==> config.mk <==
export PLATFORM = sky130hd
export DESIGN_NAME = regfile_write_arbiter_flat
export DESIGN_NICKNAME = d
export VERILOG_FILES = /design/src/rtl/regfile_pkg.sv /design/src/rtl/regfile_write_arbiter_if.sv /design/src/rtl/rf_addr_decoder.sv /design/src/rtl/regfile_write_arbiter.sv /design/src/flat_wrapper.sv
export SDC_FILE = /design/constraint.sdc
export NUM_CORES = 1
export LEC_CHECK = 0
export ABC_CLOCK_PERIOD_IN_PS = 2800
export BUFFER_PORTS_ARGS = -buffer_cell sky130_fd_sc_hd__buf_2
export CAP_MARGIN = 40
export CORE_UTILIZATION = 48
export DETAILED_ROUTE_END_ITERATION = 6
export GPL_ROUTABILITY_DRIVEN = 1
export HOLD_SLACK_MARGIN = 0.15
export PLACE_DENSITY = 0.81
export REMOVE_ABC_BUFFERS = 1
export SLEW_MARGIN = 20
export SYNTH_ARGS = -nofsm -noshare
export SYNTH_HDL_FRONTEND = slang
export SYNTH_SLANG_ARGS = --single-unit
==> constraint.sdc <==
create_clock -name clk -period 2.8 [get_ports clk]
set_clock_uncertainty 0.2 [all_clocks]
set_input_delay 0.14 -clock clk [delete_from_list [all_inputs] [get_ports clk]]
set_output_delay 0.14 -clock clk [all_outputs]
set_load 0.01 [all_outputs]
==> src/rtl/regfile_pkg.sv <==
// Shared sizing, write-request type and arbitration source encoding for the
// register-file write-port controller.
package regfile_pkg;

  localparam int unsigned DATA_W   = 64;
  localparam int unsigned ADDR_W   = 5;
  localparam int unsigned NUM_REGS = 1 << ADDR_W;
  localparam logic [ADDR_W-1:0] ZERO_REG = 5'd31;

  typedef struct packed {
    logic [ADDR_W-1:0] addr;
    logic [DATA_W-1:0] data;
  } rf_wr_req_t;

  typedef enum logic [1:0] {
    SRC_NONE,
    SRC_HOLD,
    SRC_LOAD,
    SRC_ALU
  } rf_src_e;

endpackage

==> src/rtl/regfile_write_arbiter_if.sv <==
// Request, write-port and forwarding signals between the writeback sources,
// the register file and the read ports.
interface regfile_write_arbiter_if;
  import regfile_pkg::*;

  logic                alu_valid;
  logic                alu_ready;
  logic [ADDR_W-1:0]   alu_addr;
  logic [DATA_W-1:0]   alu_data;
  logic                ld_valid;
  logic                ld_ready;
  logic [ADDR_W-1:0]   ld_addr;
  logic [DATA_W-1:0]   ld_data;
  logic [NUM_REGS-1:0] wr_en;
  logic [DATA_W-1:0]   wr_data;
  logic [ADDR_W-1:0]   rd_addr_a;
  logic [ADDR_W-1:0]   rd_addr_b;
  logic                fwd_hit_a;
  logic                fwd_hit_b;
  logic [DATA_W-1:0]   fwd_data;

  modport master (
    output alu_valid, alu_addr, alu_data,
    output ld_valid, ld_addr, ld_data,
    output rd_addr_a, rd_addr_b,
    input  alu_ready, ld_ready, wr_en, wr_data,
    input  fwd_hit_a, fwd_hit_b, fwd_data
  );

  modport slave (
    input  alu_valid, alu_addr, alu_data,
    input  ld_valid, ld_addr, ld_data,
    input  rd_addr_a, rd_addr_b,
    output alu_ready, ld_ready, wr_en, wr_data,
    output fwd_hit_a, fwd_hit_b, fwd_data
  );

endinterface

==> src/rtl/rf_addr_decoder.sv <==
// Register address to one-hot write enable; the hardwired-zero register never
// receives an enable.
module rf_addr_decoder
  import regfile_pkg::*;
(
  input  logic [ADDR_W-1:0]   addr,
  input  logic                en,
  output logic [NUM_REGS-1:0] onehot
);

  always_comb begin
    onehot = '0;
    if (en && (addr != ZERO_REG)) onehot[addr] = 1'b1;
  end

endmodule

==> src/rtl/regfile_write_arbiter.sv <==
// Merges ALU and load writebacks onto the single register-file write port,
// with a one-entry holding slot for displaced ALU results and read forwarding.
module regfile_write_arbiter
  import regfile_pkg::*;
#(
  parameter int unsigned STARVE_MAX = 4
) (
  input  logic                  clk,
  input  logic                  rst,
  regfile_write_arbiter_if.slave bus
);

  localparam logic [3:0] AGE_MAX = 4'(STARVE_MAX);

  logic                h_valid;
  rf_wr_req_t          h_req;
  logic [3:0]          age;
  logic [NUM_REGS-1:0] wr_en_q;
  logic [DATA_W-1:0]   wr_data_q;
  logic [ADDR_W-1:0]   o_addr;

  logic                starved;
  logic                capture;
  rf_src_e             src;
  rf_wr_req_t          win_req;
  logic [NUM_REGS-1:0] dec_en;
  logic [NUM_REGS-1:0] wr_en_gated;

  always_comb begin
    starved       = h_valid && (age == AGE_MAX);
    bus.alu_ready = !rst && !h_valid;
    bus.ld_ready  = !rst && !starved;

    src = SRC_NONE;
    if (!rst) begin
      if (starved)            src = SRC_HOLD;
      else if (bus.ld_valid)  src = SRC_LOAD;
      else if (h_valid)       src = SRC_HOLD;
      else if (bus.alu_valid) src = SRC_ALU;
    end

    // An ALU request is only accepted with H empty, so losing means a load won.
    capture = !rst && bus.alu_valid && !h_valid && (src == SRC_LOAD);

    win_req = '0;
    case (src)
      SRC_HOLD: win_req = h_req;
      SRC_LOAD: win_req = '{addr: bus.ld_addr, data: bus.ld_data};
      SRC_ALU:  win_req = '{addr: bus.alu_addr, data: bus.alu_data};
      default:  win_req = '0;
    endcase
  end

  rf_addr_decoder u_dec (
    .addr   (win_req.addr),
    .en     (src != SRC_NONE),
    .onehot (dec_en)
  );

  always_ff @(posedge clk) begin
    if (rst) begin
      h_valid   <= 1'b0;
      h_req     <= '0;
      age       <= '0;
      wr_en_q   <= '0;
      wr_data_q <= '0;
      o_addr    <= '0;
    end else begin
      wr_en_q   <= dec_en;
      wr_data_q <= win_req.data;
      o_addr    <= win_req.addr;

      if (src == SRC_HOLD) begin
        h_valid <= 1'b0;
      end else if (capture) begin
        h_valid <= 1'b1;
        h_req   <= '{addr: bus.alu_addr, data: bus.alu_data};
      end

      if (h_valid && (src != SRC_HOLD))
        age <= (age == AGE_MAX) ? age : age + 4'd1;
      else
        age <= '0;
    end
  end

  // A write pending when reset arrives is suppressed immediately, not one edge later.
  assign wr_en_gated   = rst ? '0 : wr_en_q;
  assign bus.wr_en     = wr_en_gated;
  assign bus.wr_data   = wr_data_q;
  assign bus.fwd_data  = wr_data_q;
  assign bus.fwd_hit_a = (|wr_en_gated) && (o_addr == bus.rd_addr_a);
  assign bus.fwd_hit_b = (|wr_en_gated) && (o_addr == bus.rd_addr_b);

endmodule

==> src/flat_wrapper.sv <==
// flat-port wrapper written by rule: the top's interface ports become plain ports
module regfile_write_arbiter_flat import regfile_pkg::*;
#(
  parameter int unsigned STARVE_MAX = 4
)
  (clk, rst, bus_alu_valid, bus_alu_addr, bus_alu_data, bus_ld_valid, bus_ld_addr, bus_ld_data, bus_rd_addr_a, bus_rd_addr_b, bus_alu_ready, bus_ld_ready, bus_wr_en, bus_wr_data, bus_fwd_hit_a, bus_fwd_hit_b, bus_fwd_data);
  regfile_write_arbiter_if bus_i ();
  input  logic clk;
  input  logic rst;
  input wire logic [$bits(bus_i.alu_valid)-1:0] bus_alu_valid;
  input wire logic [$bits(bus_i.alu_addr)-1:0] bus_alu_addr;
  input wire logic [$bits(bus_i.alu_data)-1:0] bus_alu_data;
  input wire logic [$bits(bus_i.ld_valid)-1:0] bus_ld_valid;
  input wire logic [$bits(bus_i.ld_addr)-1:0] bus_ld_addr;
  input wire logic [$bits(bus_i.ld_data)-1:0] bus_ld_data;
  input wire logic [$bits(bus_i.rd_addr_a)-1:0] bus_rd_addr_a;
  input wire logic [$bits(bus_i.rd_addr_b)-1:0] bus_rd_addr_b;
  output wire logic [$bits(bus_i.alu_ready)-1:0] bus_alu_ready;
  output wire logic [$bits(bus_i.ld_ready)-1:0] bus_ld_ready;
  output wire logic [$bits(bus_i.wr_en)-1:0] bus_wr_en;
  output wire logic [$bits(bus_i.wr_data)-1:0] bus_wr_data;
  output wire logic [$bits(bus_i.fwd_hit_a)-1:0] bus_fwd_hit_a;
  output wire logic [$bits(bus_i.fwd_hit_b)-1:0] bus_fwd_hit_b;
  output wire logic [$bits(bus_i.fwd_data)-1:0] bus_fwd_data;
  assign bus_i.alu_valid = bus_alu_valid;
  assign bus_i.alu_addr = bus_alu_addr;
  assign bus_i.alu_data = bus_alu_data;
  assign bus_i.ld_valid = bus_ld_valid;
  assign bus_i.ld_addr = bus_ld_addr;
  assign bus_i.ld_data = bus_ld_data;
  assign bus_i.rd_addr_a = bus_rd_addr_a;
  assign bus_i.rd_addr_b = bus_rd_addr_b;
  assign bus_alu_ready = bus_i.alu_ready;
  assign bus_ld_ready = bus_i.ld_ready;
  assign bus_wr_en = bus_i.wr_en;
  assign bus_wr_data = bus_i.wr_data;
  assign bus_fwd_hit_a = bus_i.fwd_hit_a;
  assign bus_fwd_hit_b = bus_i.fwd_hit_b;
  assign bus_fwd_data = bus_i.fwd_data;
  regfile_write_arbiter #(.STARVE_MAX(STARVE_MAX)) u_core (.clk(clk), .rst(rst), .bus(bus_i));
endmodule
Word level (Yosys, flattened, before mapping)
Cells that the tools add are included.

Add/subtract/negate cells: 1. Magnitude comparators: 2. Equality and inequality tests: 8. Muxes and demuxes: 9. Bitwise logic cells: 3. Reductions and logical operators: 20.

Operators with widths (number): $pmux 69 s3 (1); $mux 32 (1); $reduce_or 32->1 (1); $logic_and 1x1->1 (11); $eq 5x5->1 (2); $mux 2 (5); $lt 5x6->1 const B (1); $reduce_or 2->1 (3); $demux 1 s5 (1); $ge 5x1->1 const B (1); $ne 5x5->1 const B (1); $add 4x1->4 const B (1); $eq 2x2->1 const B (2); $eq 4x3->1 const B (1); $logic_not 1->1 (3); $not 1->1 (3); $eq 2x1->1 const B (1); $ne 2x1->1 const B (1); $reduce_and 2->1 (1); $reduce_bool 2->1 (1); $mux 1 (1).

Output and inout bits: 164. Input port bits: 152. Logic and storage cells: 50. Flip-flop bits (word level): 175.

Depth between registers and ports, before layout
Word-level depth: 11. Gate-level depth with buffers: 8. Depth with buffers taken out: 8.

By module
From an unflattened synthesis, not the netlist that was laid out.

Cell total of the unflattened synthesis: 830. Area, all modules: 7557.2 µm².

Modules (own cells, without submodules): regfile_write_arbiter (area an instance 7319.5 µm², instances 1, cells an instance 782, seq. area each 3503.4 µm²); rf_addr_decoder (area an instance 237.7 µm², instances 1, cells an instance 48, seq. area each 0.0 µm²).

Worst setup path after synthesis
No wires, ideal clock.

Path kind: register -> register. Start point: register u_core.age[0]. End point: register u_core.wr_data_q[0] (netlist: u_core.bus.fwd_data[0]). Slack: 0.765 ns. Setup time: 0.134 ns. Clock period less this slack: 2.035 ns. Required time: 2.466 ns. Stages on the path, launching flop included: 8. Arrival time: 1.701 ns. Path buffers: 2. Cell sequence: dfxtp_1 inv_1 ha_1 and4b_1 nor3_1 buf_2 buf_2 a211oi_1.

Cells in the longest elaborated chain, start to end: 6. Elaborated cells between the ends (all ways): 8. Those cells by class: 4 x eq/ne; 3 x mux; 1 x reduce/logical.

RTL lines: start, declared (RTL line regfile_write_arbiter.sv:17) `logic [3:0] age;`; start signal, assigned (RTL line regfile_write_arbiter.sv:81) `age <= (age == AGE_MAX) ? age : age + 4'd1;`; $eq 4x3->1 (*) (RTL line regfile_write_arbiter.sv:30) `starved = h_valid && (age == AGE_MAX);`; $logic_and 1x1->1 (*) (RTL line regfile_write_arbiter.sv:30); $mux 2 (*) (RTL line regfile_write_arbiter.sv:36) `if (starved) src = SRC_HOLD;`; $mux 2 (*) (RTL line regfile_write_arbiter.sv:35) `if (!rst) begin`; $eq 2x2->1 / $eq 2x1->1 (equally long branches) (RTL line regfile_write_arbiter.sv:46) `case (src)`; $pmux 69 s3 (*) (RTL line regfile_write_arbiter.sv:46); end signal, assigned (RTL line regfile_write_arbiter.sv:70) `wr_data_q <= win_req.data;`; end, declared (RTL line regfile_write_arbiter.sv:19) `logic [DATA_W-1:0] wr_data_q;`.

Mark *: on every way between the ends. The rest lies on a longest branch, timed or not. A chain may end at the register's enable or synchronous reset.

Final worst setup path
Start point: register u_core.age[0]. End point: register u_core.wr_data_q[20] (netlist: u_core.bus.fwd_data[20]).

The elaborated chain is that of the path after synthesis.

==> flow_metrics.tcl <==
set metrics [dict create \
    mostFrequentLayoutCell "buf_2" \
    clock_sinks 175 \
    comb_power_share_pct 15.4 \
    cts_tree "done" \
    clkTransAtPathRegs_ns 0.06 \
    drc 48 \
    pin_count 316 \
    stdcell_area_um2 10700 \
    syn_area_um2 7260 \
    p_sw_mw 1.51 \
    grt-ovfl-total 0 \
    cts_inserted_buffers 17 \
    yosys_warnings 0 \
    setup_viol 0 \
    initial_core_util_pct 49.6 \
    viasPerCell 5.41 \
    worst-path-stages 8 \
    yosys_register_bits 175 \
    die_h_um 125 \
    fp-row-count 44 \
    areaGrowthSynthToFinish_pct 47.2 \
    relSlewSlack_pct 46.3 \
    ant_nets 0 \
    crit_arrival_ns 2.71 \
    clk_latency_ns 0.43 \
    cap_violations 0 \
    synth-main-ff-cell "dfxtp_1" \
    crit_type "reg2reg" \
    synth_cell_types 34 \
    post-route-period-util_pct 92.4 \
    end_kind "flip-flop" \
    holdPathStages 3 \
    grt_pass1_vias 7578 \
    final_max_slew_viol_count 0 \
    slowest_stage "dlygate4sd3_1" \
    synth_edf_count 0 \
    fin_crit_ns 2.59 \
    port-buffer-count 315 \
    hpwl_um 13200 \
    finalPower_mw 6.01 \
    die_x_um 125 \
    vias 7524 \
    syn_inst 809 \
    grt_max_degree 93 \
    min_path_type "in2reg" \
    place_area_um2 8520 \
    clockPowerShare_pct 39.7 \
    max_freq_ghz 0.387 \
    worstPathBufferInverterCount 4 \
    worstPathCellList "inv_1 -> ha_1 -> and4b_1 -> nor3b_4 -> buf_6 -> a222oi_1 -> dlygate4sd3_1 -> inv_1" \
    status "finished with violations" \
    reg2reg_depth 8 \
    drt-pass1-iter-count 7 \
    violations "design-rule violations" \
    swShare_pct 25.1 \
    critPathRequiredTime_ns 2.92 \
    peakVddDrop_v 0.000368 \
    wl_per_cell_um 17.6 \
    crit_path_max_incr_delay_ns 0.61 \
    first_iter_violations 807 \
    intPower_mw 4.50 \
    cts_htree_levels 4 \
    drive_gt1_share_pct 30.9 \
    hold_viol_final 0 \
    crit_family "buffers and inverters" \
    design.die.area_um2 15600 \
    syn_area_per_cell_um2 8.97 \
    leakage_nw 5.15 \
    cts_buffer_depth 2 \
    gp_congestion 0.769 \
    grt_pass1_wl_um 38400 \
    coreArea_um2 14600 \
    worstSetupStartpointType "flip-flop" \
    final_cell_mix "buf_2, dfxtp_1, dlygate4sd3_1" \
    rsz0062_at_grt "false" \
    tightestPinTransition_ns 0.805 \
    wirelength_um 24500 \
    cts_root_buf "clkbuf_16" \
    crit_path_frequent_cell "inv_1" \
    antenna_found_initial 0 \
    grt_usage_pct 31.1 \
    worst-path-max-fanout 30 \
    layout.nets 1350 \
    n_antenna_cell 0 \
    synth.yosys.seq_area_share_pct 48.3 \
    seq_power_share_pct 45.0 \
    p_per_area_nw_per_um2 563 \
    async_flop_share_pct 0 \
]
[path summary, 6_finish.rpt]
kind	from	end	slack [ns]
worst max register to register	u_core.age[0]	u_core.bus.fwd_data[20]	0.21
worst min register to register	u_core.age[0]	u_core.age[0]	0.26
worst max-delay path	u_core.age[0]	u_core.bus.fwd_data[20]	0.21
worst min-delay path	rst	u_core.h_req[11]	0.21
[logic make-up after synthesis]
kind of cell	count (synthesis)	synth area share, %
DFF	175	48.3
AOI/OAI and AO/OA	144	14.0
and+or+nand+nor	288	19.9
xor gates and xnor gates	10	1.21
adders and majority gates	2	0.345
buffers and inverters	155	11.5
other	1	0.0516
muxes	34	4.69
[synth_stat cells, drive strengths merged (2+ instances only)]
master    n  area, µm²
nor2     70        263
a221oi    5       75.1
ha        2       25.0
a222oi   30        300
nand3    14       70.1
mux2i    34        340
xor2      4       35.0
inv      39        146
nand2    74        278
a21oi     2       10.0
xnor2     6       52.6
nor3      4       20.0
clkbuf   38        143
o21bai    2       15.0
nand4     2       12.5
nor2b    33        206
a211oi   34        255
and2      5       31.3
o21ai    70        350
buf      78        549
dfxtp   175       3500
nor4     10       62.6
nand2b   70        438
[power groups by stage]
stage               sequential (mW)  clock (mW)  combinational (mW)
detailed placement             2.75           0               0.704
floorplan                      2.80           0               0.296
finish                         2.70        2.38               0.923
global route                   2.71        2.54               0.988
global placement               2.75           0               0.692
CTS                            2.69        2.40               0.875
[sequential cells by signal, indices dropped and copies added, names as in the netlist]
| name | flops |
|---|---|
| u_core.h_req | 69 |
| u_core.bus.fwd_data | 64 |
| u_core.o_addr | 5 |
| u_core.age | 4 |
| u_core.wr_en_q | 32 |
| u_core.h_valid | 1 |
[worst min-delay path, cell delays in order]
cell	delay (ns)
buf_2	0.24
nand2b_1	0.22
o21ai_0	0.17
[layer usage]
| metal | wire [µm] | track usage [%] | vias up |
|---|---|---|---|
| li1 | - | - | 3448 |
| met1 | 9510 | 35.3 | 3510 |
| met2 | 11800 | 52.9 | 467 |
| met3 | 1900 | 7.02 | 99 |
| met4 | 1250 | 19.9 | 0 |
| met5 | 0 | 0 | - |
[area by class of cell]
type                       instances  area, µm²
timing repair buffer             484       3260
inverter                          39        146
sequential                       175       3500
clock inverter                    10        139
fill                             977       3960
clock buffer                      20        447
multi-input combinational        479       2960
tap                              184        230
[stage by stage]
stage | std cells | TNS, ns | hold slack, ns | utilization, % | setup WS (ns)
after floorplan | 693 | -116.39 | 0.0486 | - | -2.23
after global placement | 1203 | 0 | 0.146 | 58.2 | 0.588
after detailed placement | 1203 | 0 | 0.155 | 58.2 | 0.523
after CTS | 1389 | 0 | 0.166 | 72.8 | 0.0238
after global routing | 1391 | 0 | 0.215 | 73.0 | 0.0528
final | 1391 | 0 | 0.209 | 73.0 | 0.213
[repair_timing]
item	in CTS	in global routing
buffers inserted	0	2
hold endpoints to repair	174	0
setup endpoints to repair	0	5
hold buffers	156	0
gates resized for setup	0	1
Power figures use the tool's default switching activity.
